### src/rtl/ram_arbiter.sv
// ram_arbiter: two-requester arbiter in front of a single-port 32-bit RAM.
// Port A is instruction fetch, port B is data. Every access takes two
// cycles: the request is presented to the RAM in IDLE, and the ack carries
// the RAM's registered read data in the following cycle.
//
// Optional feature: define RAM_ARB_RR_EN to share simultaneous requests
// round-robin through a 1-bit last-grant register. Without it, port B
// always wins a tie and no last-grant register is built.
//
// state | meaning
// IDLE  | no access in flight; the winning request is driven onto the RAM
// ACK_A | RAM read data belongs to port A; ack A for this one cycle
// ACK_B | RAM read data belongs to port B; ack B for this one cycle

module ram_arbiter #(
  parameter int ADDR_W = 12
) (
  input  logic              clk_i,
  input  logic              rst_n_i,

  input  logic              a_stb_i,
  input  logic              a_we_i,
  input  logic [ADDR_W-1:0] a_adr_i,
  input  logic [3:0]        a_sel_i,
  input  logic [31:0]       a_dat_i,
  output logic [31:0]       a_dat_o,
  output logic              a_ack_o,

  input  logic              b_stb_i,
  input  logic              b_we_i,
  input  logic [ADDR_W-1:0] b_adr_i,
  input  logic [3:0]        b_sel_i,
  input  logic [31:0]       b_dat_i,
  output logic [31:0]       b_dat_o,
  output logic              b_ack_o,

  output logic              ram_we_o,
  output logic [ADDR_W-1:0] ram_adr_o,
  output logic [3:0]        ram_be_o,
  output logic [31:0]       ram_dat_o,
  input  logic [31:0]       ram_dat_i
);

  typedef enum logic [1:0] {
    S_IDLE  = 2'd0,
    S_ACK_A = 2'd1,
    S_ACK_B = 2'd2
  } state_t;

  state_t r_state;
  state_t w_state_nxt;

  logic w_grant_a;
  logic w_grant_b;
  logic w_ram_we;

`ifdef RAM_ARB_RR_EN
  // 1 when B received the most recent grant; reset value gives B priority.
  logic r_last_b;

  // Record the winner every time a request is accepted in IDLE.
  always_ff @(posedge clk_i) begin
    if (!rst_n_i) begin
      r_last_b <= 1'b0;
    end else if (r_state == S_IDLE && (a_stb_i || b_stb_i)) begin
      r_last_b <= w_grant_b;
    end
  end

  // On a tie B wins unless it was the last port served.
  assign w_grant_b = b_stb_i && (!a_stb_i || !r_last_b);
`else
  // Fixed priority: B wins every tie.
  assign w_grant_b = b_stb_i;
`endif

  assign w_grant_a = a_stb_i && !w_grant_b;

  // State register.
  always_ff @(posedge clk_i) begin
    if (!rst_n_i) begin
      r_state <= S_IDLE;
    end else begin
      r_state <= w_state_nxt;
    end
  end

  // Next-state logic: accept one request in IDLE, always return after the ack.
  always_comb begin
    w_state_nxt = r_state;
    case (r_state)
      S_IDLE: begin
        if (w_grant_b) begin
          w_state_nxt = S_ACK_B;
        end else if (w_grant_a) begin
          w_state_nxt = S_ACK_A;
        end else begin
          w_state_nxt = S_IDLE;
        end
      end
      S_ACK_A: w_state_nxt = S_IDLE;
      S_ACK_B: w_state_nxt = S_IDLE;
      default: w_state_nxt = S_IDLE;
    endcase
  end

  // Output logic: RAM request mux in IDLE, ack and read-data return in ACK_x.
  // Acks are suppressed while reset is low so an interrupted access is
  // abandoned rather than completed.
  always_comb begin
    w_ram_we  = 1'b0;
    ram_adr_o = '0;
    ram_be_o  = 4'h0;
    ram_dat_o = 32'h0;
    a_ack_o   = 1'b0;
    b_ack_o   = 1'b0;
    a_dat_o   = 32'h0;
    b_dat_o   = 32'h0;
    case (r_state)
      S_IDLE: begin
        if (w_grant_b) begin
          w_ram_we  = b_we_i;
          ram_adr_o = b_adr_i;
          ram_be_o  = b_sel_i;
          ram_dat_o = b_dat_i;
        end else if (w_grant_a) begin
          w_ram_we  = a_we_i;
          ram_adr_o = a_adr_i;
          ram_be_o  = a_sel_i;
          ram_dat_o = a_dat_i;
        end
      end
      S_ACK_A: begin
        if (rst_n_i) begin
          a_ack_o = 1'b1;
          a_dat_o = ram_dat_i;
        end
      end
      S_ACK_B: begin
        if (rst_n_i) begin
          b_ack_o = 1'b1;
          b_dat_o = ram_dat_i;
        end
      end
      default: ;
    endcase
  end

  // No write may reach the RAM while reset is held.
  assign ram_we_o = w_ram_we & rst_n_i;

endmodule

### config.mk
export PLATFORM = sky130hd
export DESIGN_NAME = ram_arbiter
export DESIGN_NICKNAME = d
export VERILOG_FILES = /design/src/rtl/ram_arbiter.sv
export SDC_FILE = /design/constraint.sdc
export NUM_CORES = 1
export LEC_CHECK = 0
export ABC_CLOCK_PERIOD_IN_PS = 2350
export BUFFER_PORTS_ARGS = -buffer_cell sky130_fd_sc_hd__buf_2
export CAP_MARGIN = 20
export CORE_AREA = 5 5 92 94
export CTS_CLUSTER_DIAMETER = 100
export DETAILED_ROUTE_END_ITERATION = 16
export DIE_AREA = 0 0 97 99
export PLACE_DENSITY = 0.6
export SLEW_MARGIN = 30
export SYNTH_ARGS = -nofsm -noshare
export SYNTH_HDL_FRONTEND = slang
export SYNTH_SLANG_ARGS = --single-unit
### constraint.sdc
create_clock -name clk_i -period 2.35 [get_ports clk_i]
set_clock_uncertainty 0.15 [all_clocks]
set_input_delay 0.235 -clock clk_i [delete_from_list [all_inputs] [get_ports clk_i]]
set_output_delay 0.235 -clock clk_i [all_outputs]
set_load 0.01 [all_outputs]
Word-level counts from Yosys, hierarchy flattened
Cells that the tools add are included.
{"block": "totals", "reg_bits": 2, "out_inout_bits": 115, "word_cells": 32, "inputBits": 134}
{"block": "classes", "reduce_logical": 5, "n_bitwise": 3, "mux": 20, "n_eq_ne": 2}
{"cell": "$mux 32", "n": 6}
{"cell": "$mux 12", "n": 3}
{"cell": "$mux 4", "n": 3}
{"cell": "$mux 1", "n": 7}
{"cell": "$reduce_or 3->1", "n": 1}
{"cell": "$eq 2x1->1 const B", "n": 1}
{"cell": "$eq 2x2->1 const B", "n": 1}
{"cell": "$logic_not 2->1", "n": 1}
{"cell": "$mux 2", "n": 1}
{"cell": "$not 1->1", "n": 2}
{"cell": "$reduce_and 2->1", "n": 1}
{"cell": "$and 1x1->1", "n": 1}
{"cell": "$logic_and 1x1->1", "n": 1}
{"cell": "$logic_not 1->1", "n": 1}

Longest topological paths before layout
{"block": "depth", "word_depth": 6, "depth_mapped": 4, "mapped_depth_nobuf": 2}

Worst setup path before layout
No wires, ideal clock.
{"block": "synth_timing", "path_kind": "register to output", "start": "register r_state[1]", "end": "output port ram_adr_o[0]", "slack_ps": 993, "t_required_ps": 1965, "n_path_buf": 2, "path_stages_with_launch": 5, "t_arrival_ps": 972, "cell_sequence": "dfxtp_1 > or2_4 > buf_6 > buf_6 > a21oi_2"}
{"block": "synth_via", "elab_chain_len": 2}
{"item": "from (decl)", "line": "50", "source": "state_t r_state;"}
{"item": "from (signal assigned)", "line": "84", "source": "r_state <= w_state_nxt;"}
{"item": "$logic_not 2->1", "line": "119", "source": "case (r_state)"}
{"item": "$mux 12", "line": "119"}
{"item": "to (decl)", "line": "38", "source": "output logic [ADDR_W-1:0] ram_adr_o,"}
No other way between the ends.

Final worst setup path
{"block": "layout_timing", "start": "register r_state[1]", "end": "output port a_dat_o[6]"}
{"block": "layout_via", "elab_chain_len": 2}
{"item": "$eq 2x1->1", "line": "119"}
{"item": "$mux 32", "line": "119"}
{"item": "to (decl)", "line": "26", "source": "output logic [31:0] a_dat_o,"}
No other way between the ends.

==> impl_results.md <==
* Status: completed
* PortBufs at 248
* Clk_lat worst skew at 0.21 ns
* Min-Delay Path Class: in -> reg
* Crit path DAT at 1.59 ns
* TritonCTS clock tree: yes
* Worst Setup Start Kind: flop
* Fillers at 822
* Final ANT Viol Nets at 0
* Top-count cell post-synth: and2_1
* Initial core utilization at 20.0%
* Commonest cells post-synth: and2_1, nand2_1, nand3b_1
* Drt pass-1 iters at 4
* Syn nets at 382
* Async set or reset register ratio after synthesis at 0%
* Post-synth EDFFs at 0
* RSZ-0062 raised after global routing: false
* Global-route wire length before repair at 11200 um
* Largest net degree at the start of global routing at 53
* Syn Area/Cell at 6.10 um2
* Top reg by flops: r_state
* Setup TNS Final at 0 ns
* Post-layout minimum cycle time at 1.98 ns
* Site Rows at 32
* Largest regs: r_state (2)
* Vias at 2474
* Core area at 7570 um2
* Post-Synth Adder-Cell Area at 0%
* Clk sink count at 2
* Initial DRC count at 41
* Die X at 97 um
* Largest register FFs at 2
* Routed wire length at 7310 um
* Worst path required time at 1.97 ns
* Maximum clock path buffer count at 2
* Max stage delay on crit path at 0.70 ns
* Synth Area in Simple Gates at 66.2%
* Nets at 611
* Leak at 1.67 nW
* Fin. Hold Viols at 0
* Total track usage at 13.6%
* Gate Count Post-Synth at 248
* Synth warn at 0
* CP Max Fanout at 33
* DRC at 0
* Prevailing post-synth register cell: dfxtp_1
* Synth Area in XOR/XNOR at 0%
* Compound-gate portion of the synthesized area at 21.2%
* # setup viols final at 0
* Initial antenna violation count at 0
* Number of distinct library cells after synthesis at 17
* CP max stage cell: and3b_1
* Main area contributors after synthesis: and2_1, nand3b_1, nand2_1, a21oi_2, a21oi_1
* Number of global-route vias before repair at 2370
* IO Count at 249
* Overflow after GRT at 0
* Sum of buffers and inverters on the critical path at 1
* Sequential area share after synthesis at 2.65%
* R2r setup slk at 1.21 ns
* Cell area after synthesis at 1510 um2
* Largest delay share family, worst path: simple AND/OR/NAND/NOR gates
* Max Clk Rate at 0.506 GHz
* Crit path kind: reg -> out
* Slew Viols, Final at 0
* Final WS setup at 0.372 ns
* Cell area power density at 219 nW/um2
* Via density at 4.29
* Share of layout cells above drive strength 1 at 58.3%
* Worst Max-Slew Pin Slew at 0.749 ns
* Post_cts resized at 0
* GP Congestion at 0.778
* Clock Pin Slew Worst Setup and Hold Paths at 0.03 ns
* Max VDD drop at 104 uV
* CTS root buf: clkbuf_8
* P&R area growth vs syn at 86.3%
* Period utilisation layout at 84.2%
* CTS Hold Buffers Added at 0
* CP endpoint kind: output port
* Cell breakdown of the critical path: and3b_1, and2_1, buf_2
* Yosys top cell by area: and2_1
* Multiplexer share of the synthesized area at 0%
* Wire per inst at 12.7 um
* Largest family of logic cells by synthesized area: simple AND/OR/NAND/NOR gates
* Htree depth at 1
* DIE HEIGHT at 99 um
* Number of synthesized register bits at 2
* Share of Yosys cell area claimed by the top area cell type at 26.5%
* Slew margin rel. at 50.1%
* Pre-CTS setup slack at 0.589 ns
* Die ar. at 9600 um2
* Setup Fix Bufs, Post-CTS at 0
* N_diodes at 0
* Max_cap viols at 0
* HPWL after detailed placement at 6220 um
* Clock buffer count from CTS at 3
==> logic make-up (layout without fill, tap and decap cells) <==
kind of cell    after synthesis  count (layout)
compound gates               49              49
buf+inv                      29             256
flops                         2               2
simple gates                168             168
==> power by group <==
part / leakage (nW) / switching, mW / internal, mW / total (mW)
combinational: 1.63 / 0.230 / 0.217 / 0.447
sequential: 0.0165 / 0.00139 / 0.0360 / 0.0374
clock: 0.0216 / 0.0254 / 0.108 / 0.134
==> worst min-delay path, delay by kind of cell <==
kind / cells / cell delay [ns]
buffers and inverters: 1 / 0.11
AND/OR/NAND/NOR: 2 / 0.28
==> layout make-up <==
cell class                 count  area, um2  share of cell area, %
tap                          102        128                   4.53
multi-input combinational    217       1320                   46.9
timing repair buffer         252       1280                   45.6
inverter                       1       3.75                  0.133
clock buffer                   3       41.3                   1.47
sequential                     2       40.0                   1.42
==> stage by stage <==
step	power (mW)	cells	hold slack (ns)	cell area, um2	utilization [%]
after floorplan	0.274	248	0.381	1510	-
after global placement	0.487	574	0.406	2780	36.7
after detailed placement	0.490	574	0.423	2780	36.7
after CTS	0.629	577	0.301	2820	37.2
after global routing	0.676	577	0.311	2820	37.2
final	0.618	577	0.305	2820	37.2
==> routing by layer <==
layer / global-route usage (%) / routed length, um / up-vias / share of wire, %
met1: 15.2 / 2780 / 1054 / 38
met3: 3.75 / 786 / 4 / 11
li1: - / - / 1272 / -
met5: 0 / 0 / - / 0
met4: 2.48 / 57 / 0 / 0.78
met2: 26.0 / 3690 / 144 / 50
==> final timing paths <==
| path | start | to | cells after the start |
|---|---|---|---|
| worst max-delay path | r_state[1] | a_dat_o[6] | 3 |
| worst max register to register | r_state[1] | r_state[0] | 2 |
| worst min-delay path | rst_n_i | r_state[1] | 3 |
| worst min register to register | r_state[0] | r_state[1] | 2 |
==> placed cells by master, fill, tap and decap left out, types with 2 or more instances in the layout <==
master / count
a21oi_1: 29
a21oi_2: 20
and2_1: 64
and3b_1: 2
buf_2: 248
buf_4: 3
clkbuf_8: 3
dfxtp_1: 2
nand2_1: 49
nand3b_1: 49
(Power assumes the default switching activity.)
